--- src/rtl/des_pkg.sv ---
// rtl/des_pkg.sv - shared DES key-schedule tables, constants and helpers
// Purpose: PC-1/PC-2 tables (1-based DES bit numbers, bit 1 = MSB),
//          the encrypt shift schedule, widths, state type and rotation helpers.
// Ports:   none (package)
package des_pkg;

    localparam int DES_KEY_W    = 64;
    localparam int DES_CD_W     = 56;
    localparam int DES_SUBKEY_W = 48;
    localparam int DES_ROUNDS   = 16;

    localparam int PC1_TABLE [56] = '{
        57, 49, 41, 33, 25, 17,  9,  1, 58, 50, 42, 34, 26, 18,
        10,  2, 59, 51, 43, 35, 27, 19, 11,  3, 60, 52, 44, 36,
        63, 55, 47, 39, 31, 23, 15,  7, 62, 54, 46, 38, 30, 22,
        14,  6, 61, 53, 45, 37, 29, 21, 13,  5, 28, 20, 12,  4
    };

    localparam int PC2_TABLE [48] = '{
        14, 17, 11, 24,  1,  5,  3, 28, 15,  6, 21, 10,
        23, 19, 12,  4, 26,  8, 16,  7, 27, 20, 13,  2,
        41, 52, 31, 37, 47, 55, 30, 40, 51, 45, 33, 48,
        44, 49, 39, 56, 34, 53, 46, 42, 50, 36, 29, 32
    };

    localparam logic [1:0] SHIFT_SCHED [16] = '{
        2'd1, 2'd1, 2'd2, 2'd2, 2'd2, 2'd2, 2'd2, 2'd2,
        2'd1, 2'd2, 2'd2, 2'd2, 2'd2, 2'd2, 2'd2, 2'd1
    };

    typedef enum logic {
        IDLE = 1'b0,
        RUN  = 1'b1
    } state_t;

    // Rotation applied to reach issue idx. Decrypt walks the encrypt
    // schedule backwards: issue 0 is C16/D16 == C0/D0 (no rotation), and
    // issue i undoes encrypt shift 16-i (4-bit wrap of 0-idx gives 16-idx).
    function automatic logic [1:0] rot_amount(input logic dec, input logic [3:0] idx);
        if (!dec) begin
            return SHIFT_SCHED[idx];
        end else if (idx == 4'd0) begin
            return 2'd0;
        end else begin
            return SHIFT_SCHED[4'd0 - idx];
        end
    endfunction

    // Rotate one 28-bit half: left for encrypt, right for decrypt.
    function automatic logic [27:0] rot_half(input logic [27:0] x, input logic dec,
                                             input logic [1:0] n);
        logic [27:0] r;
        r = x;
        case ({dec, n})
            3'b0_01: r = {x[26:0], x[27]};
            3'b0_10: r = {x[25:0], x[27:26]};
            3'b1_01: r = {x[0], x[27:1]};
            3'b1_10: r = {x[1:0], x[27:2]};
            default: r = x;
        endcase
        return r;
    endfunction

endpackage

--- src/rtl/des_pc2_perm.sv ---
// rtl/des_pc2_perm.sv - DES PC-2 permutation, 56-bit C/D to 48-bit subkey
// Purpose: pure combinational bit selection.
// Ports:   cd     in  56  C=[55:28], D=[27:0], cd[55] = C bit 1
//          subkey out 48  subkey[47] = PC-2 output bit 1
module des_pc2_perm
    import des_pkg::*;
(
    input  logic [DES_CD_W-1:0]     cd,
    output logic [DES_SUBKEY_W-1:0] subkey
);

    for (genvar i = 0; i < DES_SUBKEY_W; i++) begin : g_pc2
        assign subkey[DES_SUBKEY_W-1-i] = cd[DES_CD_W-PC2_TABLE[i]];
    end

endmodule

--- src/rtl/des_key_schedule.sv ---
// rtl/des_key_schedule.sv - iterative DES round-subkey generator
// Purpose: accepts one 64-bit key, applies PC-1, then issues 16 subkeys one
//          per handshake, K1..K16 (encrypt) or K16..K1 (decrypt).
// Ports:   clk, rst (sync, active-high)
//          key_valid/key_ready/key[63:0]/decrypt      key input handshake
//          subkey_valid/subkey_ready/subkey[47:0]     subkey output handshake
//          round[3:0] issue index, subkey_last        high with 16th subkey
module des_key_schedule
    import des_pkg::*;
#(
    parameter bit BACK_TO_BACK = 1'b1
) (
    input  logic                    clk,
    input  logic                    rst,
    input  logic                    key_valid,
    output logic                    key_ready,
    input  logic [DES_KEY_W-1:0]    key,
    input  logic                    decrypt,
    output logic                    subkey_valid,
    input  logic                    subkey_ready,
    output logic [DES_SUBKEY_W-1:0] subkey,
    output logic [3:0]              round,
    output logic                    subkey_last
);

    state_t                 state_q, state_d;
    logic [DES_CD_W-1:0]    cd_q, cd_d;
    logic [3:0]             round_q, round_d;
    logic                   dec_q, dec_d;

    logic [DES_CD_W-1:0]     pc1_key;
    logic [DES_CD_W-1:0]     load_cd;
    logic [DES_CD_W-1:0]     adv_cd;
    logic [3:0]              next_round;
    logic [1:0]              load_rot;
    logic [1:0]              adv_rot;
    logic [DES_SUBKEY_W-1:0] pc2_out;
    logic                    last;

    // PC-1: key[63] is DES bit 1, so DES bit n lives at key[64-n].
    for (genvar i = 0; i < DES_CD_W; i++) begin : g_pc1
        assign pc1_key[DES_CD_W-1-i] = key[DES_KEY_W-PC1_TABLE[i]];
    end

    assign load_rot   = rot_amount(decrypt, 4'd0);
    assign load_cd    = {rot_half(pc1_key[55:28], decrypt, load_rot),
                         rot_half(pc1_key[27:0],  decrypt, load_rot)};

    assign next_round = round_q + 4'd1;
    assign adv_rot    = rot_amount(dec_q, next_round);
    assign adv_cd     = {rot_half(cd_q[55:28], dec_q, adv_rot),
                         rot_half(cd_q[27:0],  dec_q, adv_rot)};

    des_pc2_perm u_pc2 (
        .cd     (cd_q),
        .subkey (pc2_out)
    );

    assign last = (state_q == RUN) && (round_q == 4'd15);

    always_comb begin
        state_d      = state_q;
        cd_d         = cd_q;
        round_d      = round_q;
        dec_d        = dec_q;
        key_ready    = 1'b0;
        subkey_valid = 1'b0;
        case (state_q)
            IDLE: begin
                key_ready = !rst;
                if (key_valid && !rst) begin
                    cd_d    = load_cd;
                    round_d = 4'd0;
                    dec_d   = decrypt;
                    state_d = RUN;
                end
            end
            RUN: begin
                subkey_valid = 1'b1;
                // Reloading in the last-handshake cycle removes the bubble
                // between schedules; this makes key_ready depend on subkey_ready.
                if (BACK_TO_BACK && last) begin
                    key_ready = subkey_ready && !rst;
                end
                if (subkey_ready) begin
                    if (!last) begin
                        cd_d    = adv_cd;
                        round_d = next_round;
                    end else if (key_valid && key_ready) begin
                        cd_d    = load_cd;
                        round_d = 4'd0;
                        dec_d   = decrypt;
                    end else begin
                        round_d = 4'd0;
                        state_d = IDLE;
                    end
                end
            end
            default: state_d = IDLE;
        endcase
    end

    always_ff @(posedge clk) begin
        if (rst) begin
            state_q <= IDLE;
            cd_q    <= '0;
            round_q <= 4'd0;
            dec_q   <= 1'b0;
        end else begin
            state_q <= state_d;
            cd_q    <= cd_d;
            round_q <= round_d;
            dec_q   <= dec_d;
        end
    end

    assign subkey      = subkey_valid ? pc2_out : '0;
    assign round       = round_q;
    assign subkey_last = last;

endmodule

--- config.mk ---
export PLATFORM = sky130hd
export DESIGN_NAME = des_key_schedule
export DESIGN_NICKNAME = d
export VERILOG_FILES = /design/src/rtl/des_pkg.sv /design/src/rtl/des_pc2_perm.sv /design/src/rtl/des_key_schedule.sv
export SDC_FILE = /design/constraint.sdc
export NUM_CORES = 1
export LEC_CHECK = 0
export CORE_MARGIN = 2
export CORE_UTILIZATION = 35
export CTS_BUF_LIST = sky130_fd_sc_hd__clkbuf_4 sky130_fd_sc_hd__clkbuf_8 sky130_fd_sc_hd__clkbuf_16
export DETAILED_ROUTE_END_ITERATION = 10
export GPL_TIMING_DRIVEN = 0
export REMOVE_ABC_BUFFERS = 1
export SLEW_MARGIN = 20
export SYNTH_ARGS = -nofsm -noshare
export SYNTH_HDL_FRONTEND = slang
export SYNTH_SLANG_ARGS = --single-unit
--- constraint.sdc ---
create_clock -name clk -period 5.55 [get_ports clk]
set_input_delay 1.3875 -clock clk [delete_from_list [all_inputs] [get_ports clk]]
set_output_delay 1.3875 -clock clk [all_outputs]
set_load 0.01 [all_outputs]
== After elaboration in Yosys (flattened, before gate mapping) ==
Memory sizes are Yosys's and may differ from the RTL's.
Index checks and enable logic that the tools add are counted.
Word-level totals
  register bits: 62
  ROM bits: 64
  memories: 2
Cells by class
  $add $sub $neg: 2
  magnitude comparators: 2
  eq/ne operators: 15
  muxes and demuxes: 35
  bitwise logic cells: 3
  reduce and logical (&&, ||, !) cells: 9
Memory list
  (name not given): depth 16, bits a word 2, read ports 1, clocked after Yosys merged registers in 0, wr ports 0, RTL line des_pkg.sv:45  | return SHIFT_SCHED[4'd0 - idx];
  (name not given): depth 16, bits a word 2, read ports 1, clocked after Yosys merged registers in 0, wr ports 0, RTL line des_pkg.sv:41  | return SHIFT_SCHED[idx];
Operator list (number)
  $pmux 28 s4: 4
  $mux 56: 4
  $pmux 56 s2: 1
  $mux 48: 1
  $eq 3x3->1 const B: 4
  $mux 1: 12
  $mux 2: 6
  $mux 4: 3
  $ge 5x5->1 const B: 2
  $not 4->5: 2
  $pmux 4 s2: 1
  $reduce_and 4->1: 2
  $eq 3x1->1 const B: 2
  $eq 3x2->1 const B: 2
  $ne 2x2->1 const B: 3
  $ne 6x2->1 const B: 1
  $pmux 1 s2: 3
  $add 4x1->4 const B: 1
  $eq 4x4->1 const B: 1
  $logic_and 1x1->1: 4
  $logic_not 4->1: 1
  $sub 1x4->4 const A: 1
  $ne 3x2->1 const B: 1
  $ne 2x1->1 const B: 1
  3 further kinds: 3

== Depth between registers and ports, before layout ==
Gate-level depths: netlist (run 1).
  depth in word-level cells: 13
  gate-level depth with buffers: 14
  gate-level depth less buffers: 9

== By module ==
From an unflattened synthesis (run 1), not the netlist that was laid out.
Second synthesis, totals
  cell total of the unflattened synthesis: 832
  area, all modules: 6505.0 um2
Modules (own cells, without submodules)
  des_key_schedule: instances 1, cells an instance 784, area each 6144.6 um2
  des_pc2_perm: instances 1, cells an instance 48, area each 360.3 um2

== Worst setup path before layout (run 1) ==
OpenSTA, ideal clock, no wires.
  path kind: input-to-output
  start: in subkey_ready
  end: out key_ready
  arrival: 1.751 ns
  path slack: 2.412 ns
  stages on the path: 3
  cell sequence: nand2b_1 nand2_1 nor2_1
On the way
  word-level cells in the longest chain between the ends: 4
Ends and longest elaborated chain
  start, declared: RTL line des_key_schedule.sv:20  | input logic subkey_ready,
  $logic_and 1x1->1: RTL line des_key_schedule.sv:83  | key_ready = subkey_ready && !rst;
  $mux 1: RTL line des_key_schedule.sv:82  | if (BACK_TO_BACK && last) begin
  $mux 1: RTL line des_key_schedule.sv:68  | case (state_q)
  $pmux 1 s2: RTL line des_key_schedule.sv:68
  end, declared: RTL line des_key_schedule.sv:16  | output logic key_ready,
Every way passes these cells. The select of a mux whose other input is x is not followed.

== Worst setup path after layout (run 1) ==
  start: reg round_q[1], in the netlist round[1]
  end: out key_ready
On the way
  word-level cells in the longest chain between the ends: 5
Ends and longest elaborated chain
  start, declared: RTL line des_key_schedule.sv:28  | logic [3:0] round_q, round_d;
  start signal, assigned: RTL line des_key_schedule.sv:112  | round_q <= round_d;
  $eq 4x4->1: RTL line des_key_schedule.sv:59  | assign last = (state_q == RUN) && (round_q == 4'd15);
  $logic_and 1x1->1: RTL line des_key_schedule.sv:59
  $mux 1: RTL line des_key_schedule.sv:82
  $mux 1: RTL line des_key_schedule.sv:68
  $pmux 1 s2: RTL line des_key_schedule.sv:68
Every way passes these cells. The select of a mux whose other input is x is not followed.

==> impl_metrics.py, run 1 <==
metrics = {
    "status": {
        "status": "finished clean",
    },
    "cts": {
        "cts.repair.resized": 0,
        "clockRootBuffer": "sky130_fd_sc_hd__clkbuf_16",
        "clock_tree_from_tritoncts": "built",
        "tritoncts.num_buffers": 9,
        "holdBufCountCts": 0,
        "post-cts-setup-buffers": 0,
        "clock_path_buffers": 2,
        "clk_latency_ns": 0.33,
        "h-tree-depth": 3,
        "tritoncts_num_sinks": 62,
        "worst_setup_hold_path_clk_slew_ns": 0.06,
    },
    "power": {
        "power.switching_fraction": 0.3226,
        "max-vdd-ir-drop_uv": 131.7,
        "power.density_nw_per_um2": 236.4,
        "clock_power_share": 0.347,
        "p_int_w": 0.001110,
        "power.net_switching_w": 0.0005286,
        "p_leak_nw": 2.891,
        "combinationalPowerShare": 0.301,
        "power.sequential.fraction": 0.352,
    },
    "cells_and_area": {
        "layout.cells.most_common_list": "114 x sky130_fd_sc_hd__clkdlybuf4s50_1, 106 x sky130_fd_sc_hd__mux2i_1, 66 x sky130_fd_sc_hd__a21oi_1, 61 x sky130_fd_sc_hd__nor2_1, 61 x sky130_fd_sc_hd__dfxtp_1",
        "fill_cells": 1495,
        "layout.cell_area.non_filler_um2": 6930,
        "drive_above_1_share": 0.07746,
        "most_common_library_cell_in_the_layout_ignoring_fill_and_taps": "sky130_fd_sc_hd__clkdlybuf4s50_1",
        "area_delta_synth_final_pct": 29.96,
        "nets": 791,
    },
    "floorplanning": {
        "fp-row-count": 45,
        "initial_core_util": 0.3547,
        "die_h_um": 127.4,
        "die-width_um": 127.4,
        "ios": 124,
        "die_area_um2": 16240,
        "core_um2": 15030,
    },
    "hold_path": {
        "worst_hold_path.endpoint": "cd_q[21]",
        "hold_start": "cd_q[21]",
        "timing.hold.worst.class": "flip-flop to flip-flop",
        "worst_hold_path.num_cells": 1,
    },
    "yosys": {
        "synthDominantCellAreaShare": 0.2328,
        "count_of_flip_flops_with_a_built_in_enable_after_synthesis": 0,
        "netlist_area_um2": 5333,
        "synth.yosys.warnings": 0,
        "synthDistinctLibCells": 46,
        "seq_area_frac_synth": 0.2328,
        "synth_ff_type": "sky130_fd_sc_hd__dfxtp_1",
        "ys_seq_elements": 62,
        "postSynth.asyncResetShare": 0,
        "syn_inst": 650,
        "synthTopCellsByArea": "sky130_fd_sc_hd__dfxtp_1 23%, sky130_fd_sc_hd__mux2i_1 20%, sky130_fd_sc_hd__a32o_1 9.0%",
        "synth.largest_area_cell": "sky130_fd_sc_hd__dfxtp_1",
        "syn-mean-instance-area_um2": 8.204,
    },
    "timing": {
        "hold_viol": 0,
        "setup_viol": 0,
        "finalSetupTns_ns": 0,
        "fmax_ghz": 0.2190,
        "timing.clock.skew_ns": 0.005023,
        "worst-slew-pin-transition_ns": 0.8389,
        "final_period_minus_worst_setup_slack_ns": 4.565,
        "slew-limit-headroom": 0.4395,
        "final-max-slew-violation-count": 0,
        "final_min_period_over_clock_period": 0.8226,
        "unrepaired_setup_endpoints_after_global_routing": "false",
        "final_critical_path_setup_slack_ns": 0.9846,
    },
    "place": {
        "place_ws_ns": 1.304,
        "detailed_place_hpwl_mm": 10.91,
        "globalplace.congestion": 0.7255,
        "io_buffers": 115,
        "place_area_um2": 6635,
    },
    "setup_path": {
        "r2r.worst_path.cells": 11,
        "criticalPathCategory": "flip-flop to output port",
        "crit_path_start_kind": "flip-flop",
        "regToRegSetupSlack_ns": 1.32,
        "worstPathRequired_ns": 4.16,
        "crit-reg2reg-capture": "cd_q[11]",
        "worst_setup_path_end_kind": "output port",
        "cp_data_arrival_time_ns": 3.18,
        "cp_slowest_cell": "sky130_fd_sc_hd__dfxtp_1",
        "max_stage_delay_on_crit_path_ns": 0.61,
        "reg2reg_from": "round[0]",
        "timing.critical_path.cells": "ha_1, nand3_1, nand2_4, nand2_1, nor2_1, clkdlybuf4s50_1",
        "timing.critical_path.fanout_max": 53,
        "crit_path_start": "round[1]",
    },
    "route": {
        "drt-total-wl_mm": 16.41,
        "avgRoutedWirePerCell_um": 17.97,
        "detailedRoute.firstPassIterationCount": 7,
        "drt_iter0_drc": 360,
        "detail_route.vias_per_cell": 5.944,
        "remaining_drc_errors": 0,
        "detailroute.via_count": 5427,
        "postRouteAntennaNets": 0,
    },
    "global_routing": {
        "grt_pass1_wl_mm": 26.77,
        "grt_usage": 0.1994,
        "grt_pass1_vias": 5452,
        "pin_count_of_the_biggest_net_entering_global_routing": 54,
        "overflow": 0,
        "initial_antenna_violation_count": 2,
    },
    "run": {
        "max_cap_viol_count": 0,
    },
}
critical path, delay by kind of cell (launching register included):
family                     cells  cell delay, ns
DFF                            1            0.61
adders and majority gates      1            0.54
and+or+nand+nor                4            1.13
buffers and inverters          1            0.55
per-layer routing:
layer,GRT usage,vias to the layer above,routed length (um),part of all wire
met5,0,-,0,0
met4,0.04783,0,184,0.011
met3,0.05946,19,1196,0.073
met2,0.3378,202,7870,0.48
met1,0.2490,2585,7158,0.44
li1,-,2621,-,-
cell families (layout without fill, tap and decap cells):
family	count (synthesis)	in the layout	synth area share
AO/OA/AOI/OAI	201	201	0.2874
adder cells (fa/ha/maj)	4	4	0.009386
buffers and inverters	76	149	0.08024
flip-flops	62	62	0.2328
multiplexers	114	114	0.2159
other	0	2	0
AND/OR/NAND/NOR	193	193	0.1743
registers in the layout, indices dropped and copies added (netlist names):
name and cells:
dec_q 1, cd_q 56, state_q 1, round 4
metrics by stage:
stage / hold WS (ns) / instances / total power (W) / utilization
after detailed placement: 0.5435 / 895 / 0.001076 / 0.4414
after CTS: 0.5581 / 911 / 0.001647 / 0.4607
final: 0.5631 / 913 / 0.001638 / 0.4610
after global placement: 0.5343 / 881 / 0.001052 / 0.4195
after global routing: 0.5856 / 911 / 0.001723 / 0.4607
after floorplan: 0.5069 / 578 / 0.0008615 / -
worst max-delay path by stage:
stage / slack, ns / to / cells past startpoint
final: 0.98 / key_ready / 6
after global routing: 0.70 / key_ready / 6
after floorplan: -0.32 / cd_q[11] / 7
after global placement: -2.46 / cd_q[12] / 7
after CTS: 0.99 / key_ready / 6
after detailed placement: 1.30 / key_ready / 5
synth_stat cells, drive strengths merged (2+ instances only):
library cell and count:
mux2i 106, a21oi 66, dfxtp 62, nor2 62, nand2 58, and2 49
a32o 48, o221ai 48, buf 36, clkbuf 36, a211oi 9, a22o 8
mux2 8, nand3 8, o22ai 8, o21ai 5, ha 4, inv 4
a31oi 2, nand2b 2, nor3 2, or2 2, or3 2
power by group through the flow:
stage	registers [W]	logic, W	clock network [W]
2_1_floorplan	0.000560	0.000302	0
3_3_place_gp	0.000586	0.000465	0
3_5_place_dp	0.000584	0.000492	0
4_1_cts	0.000575	0.000495	0.000578
5_1_grt	0.000587	0.000539	0.000597
6_report	0.000576	0.000494	0.000568
cell type report:
type	instances	area, um2	area share
Timing Repair Buffer	129	1435	0.2071
Tap cell	188	235.2	0.03394
Inverter	4	15.01	0.002166
Sequential cell	62	1242	0.1793
Antenna cell	2	5.005	0.0007222
Multi-Input combinational cell	512	3707	0.5349
Clock inverter	5	50.05	0.007222
Clock buffer	11	240.2	0.03466
Note: power is estimated with default switching activity, not from simulation.
==> inputs of run 2 (changes only) <==
- clock period: 5.55 -> 4.05 ns (I/O delays scaled with it)
==> impl_metrics.py, run 2 (synthesized netlist as in run 1, its figures left out) <==
metrics = {
    "status": {
        "status": "finished clean",
    },
    "place": {
        "place_area_um2": 6635,
        "dp.cells": 895,
        "detailed_place_hpwl_mm": 10.91,
        "globalplace.congestion": 0.7255,
        "io_buffers": 115,
    },
    "cells_and_area": {
        "most_common_library_cell_in_the_layout_ignoring_fill_and_taps": "sky130_fd_sc_hd__clkdlybuf4s50_1",
        "layout.cells.most_common_list": "114 x sky130_fd_sc_hd__clkdlybuf4s50_1, 106 x sky130_fd_sc_hd__mux2i_1, 66 x sky130_fd_sc_hd__a21oi_1, 61 x sky130_fd_sc_hd__nor2_1, 59 x sky130_fd_sc_hd__dfxtp_1",
        "drive_above_1_share": 0.08791,
        "utilization": 0.4650,
        "post_layout_nonfiller_instances": 918,
        "register_bank_with_the_most_flops": "cd_q",
        "nets": 796,
        "largest_reg_flops": 56,
        "layout.cell_area.non_filler_um2": 6990,
        "area_delta_synth_final_pct": 31.09,
    },
    "hold_path": {
        "timing.hold.worst.class": "flip-flop to flip-flop",
        "worst_hold_path.num_cells": 1,
    },
    "route": {
        "detailroute.via_count": 5455,
        "avgRoutedWirePerCell_um": 18.39,
        "postRouteAntennaNets": 0,
        "detailedRoute.firstPassIterationCount": 5,
        "remaining_drc_errors": 0,
        "drt-total-wl_mm": 16.88,
        "detail_route.vias_per_cell": 5.942,
        "drt_iter0_drc": 387,
    },
    "setup_path": {
        "cp_slowest_cell": "sky130_fd_sc_hd__dfxtp_2",
        "criticalPathCategory": "flip-flop to flip-flop",
        "worst_setup_path_end_kind": "flip-flop",
        "max_stage_delay_on_crit_path_ns": 0.48,
        "cp_data_arrival_time_ns": 4.02,
        "worstPathRequired_ns": 4.28,
        "timing.critical_path.fanout_max": 28,
        "crit_path_start_kind": "flip-flop",
        "r2r.worst_path.cells": 11,
        "timing.critical_path.cells": "inv_1, ha_1, or2_2, a211oi_1, or3_4, buf_16, nand3_4, o21ai_2, nor2_4, buf_16, a32o_1",
        "path_common_cell": "sky130_fd_sc_hd__buf_16",
    },
    "timing": {
        "hold_viol": 0,
        "final-max-slew-violation-count": 0,
        "final_period_minus_worst_setup_slack_ns": 3.798,
        "setup_viol": 0,
        "worst-slew-pin-transition_ns": 0.7479,
        "timing.clock.skew_ns": 0.004305,
        "fmax_ghz": 0.2633,
        "final_min_period_over_clock_period": 0.9378,
        "final.hold.worst_slack_ns": 0.5632,
        "finalSetupTns_ns": 0,
        "slew-limit-headroom": 0.4996,
        "unrepaired_setup_endpoints_after_global_routing": "false",
    },
    "floorplanning": {
        "initial_core_util": 0.3547,
        "ios": 124,
        "fp-row-count": 45,
        "core_um2": 15030,
        "die-width_um": 127.4,
        "die_h_um": 127.4,
        "die_area_um2": 16240,
    },
    "cts": {
        "clockRootBuffer": "sky130_fd_sc_hd__clkbuf_16",
        "worst_setup_hold_path_clk_slew_ns": 0.06,
        "clock_path_buffers": 2,
        "clock_tree_from_tritoncts": "built",
        "holdBufCountCts": 0,
        "clk_latency_ns": 0.34,
        "tritoncts_num_sinks": 62,
        "h-tree-depth": 3,
        "tritoncts.num_buffers": 9,
    },
    "run": {
        "max_cap_viol_count": 0,
    },
    "power": {
        "max-vdd-ir-drop_uv": 182.8,
        "p_leak_nw": 2.917,
        "power.density_nw_per_um2": 323.5,
    },
    "global_routing": {
        "grt_usage": 0.2028,
        "pin_count_of_the_biggest_net_entering_global_routing": 54,
        "grt_pass1_vias": 5477,
        "initial_antenna_violation_count": 2,
        "grt_pass1_wl_mm": 27.16,
        "overflow": 0,
    },
}
run 2: cell types whose count changed in the layout (fill, tap and decap cells not counted), sizes merged:
cell and delta:
nor2 +1, nor2b +1, buf +3
run 2: where the power goes:
group / internal [W] / total [W] / switching, W
logic: 0.000361 / 0.000689 / 0.000328
registers: 0.000680 / 0.000791 / 0.000111
clock network: 0.000486 / 0.000781 / 0.000295
run 2: final timing paths:
kind,start,endpoint,slack (ns)
worst min register to register,cd_q[21],cd_q[21],0.56
worst max register to register,round[0],cd_q[8],0.25
worst min-delay path,cd_q[21],cd_q[21],0.56
worst max-delay path,round[0],cd_q[8],0.25
run 2: layout make-up:
cell class | instances | area (um2)
timing repair buffer | 132 | 1458
sequential | 62 | 1245
multi-input combinational | 514 | 3742
clock buffer | 11 | 240.2
fill | 1496 | 8043
clock inverter | 5 | 50.05
inverter | 4 | 15.01
antenna | 2 | 5.005
tap | 188 | 235.2
run 2: layer usage:
layer  vias up  global-route usage  part of all wire
met5         -                   0                 0
met4         0             0.05042             0.018
met3        32             0.05946             0.069
met2       227              0.3441              0.47
met1      2569              0.2526              0.44
li1       2627                   -                 -
run 2: what timing repair did:
| action | CTS | global route |
|---|---|---|
| gates resized for setup | 1 | 5 |
| pin swaps | 0 | 2 |
| setup buffers | 3 | 0 |
| cloned | 1 | 1 |
| setup endpoints to repair | 29 | 44 |
run 2: worst max-delay path: cells and delay by family, from the launching register on:
family / cells / cell delay, ns
AO/OA/AOI/OAI: 3 / 1.04
adder cells (fa/ha/maj): 1 / 0.42
buffers and inverters: 3 / 0.58
flip-flops: 1 / 0.48
AND/OR/NAND/NOR: 4 / 1.13
run 2: per-stage QoR:
| step | setup WS [ns] | total power [W] |
|---|---|---|
| after floorplan | -1.823 | 0.001181 |
| after global placement | -3.963 | 0.001441 |
| after detailed placement | -0.1049 | 0.001475 |
| after CTS | 0.001531 | 0.002266 |
| after global routing | 0.09414 | 0.002376 |
| final | 0.2520 | 0.002261 |
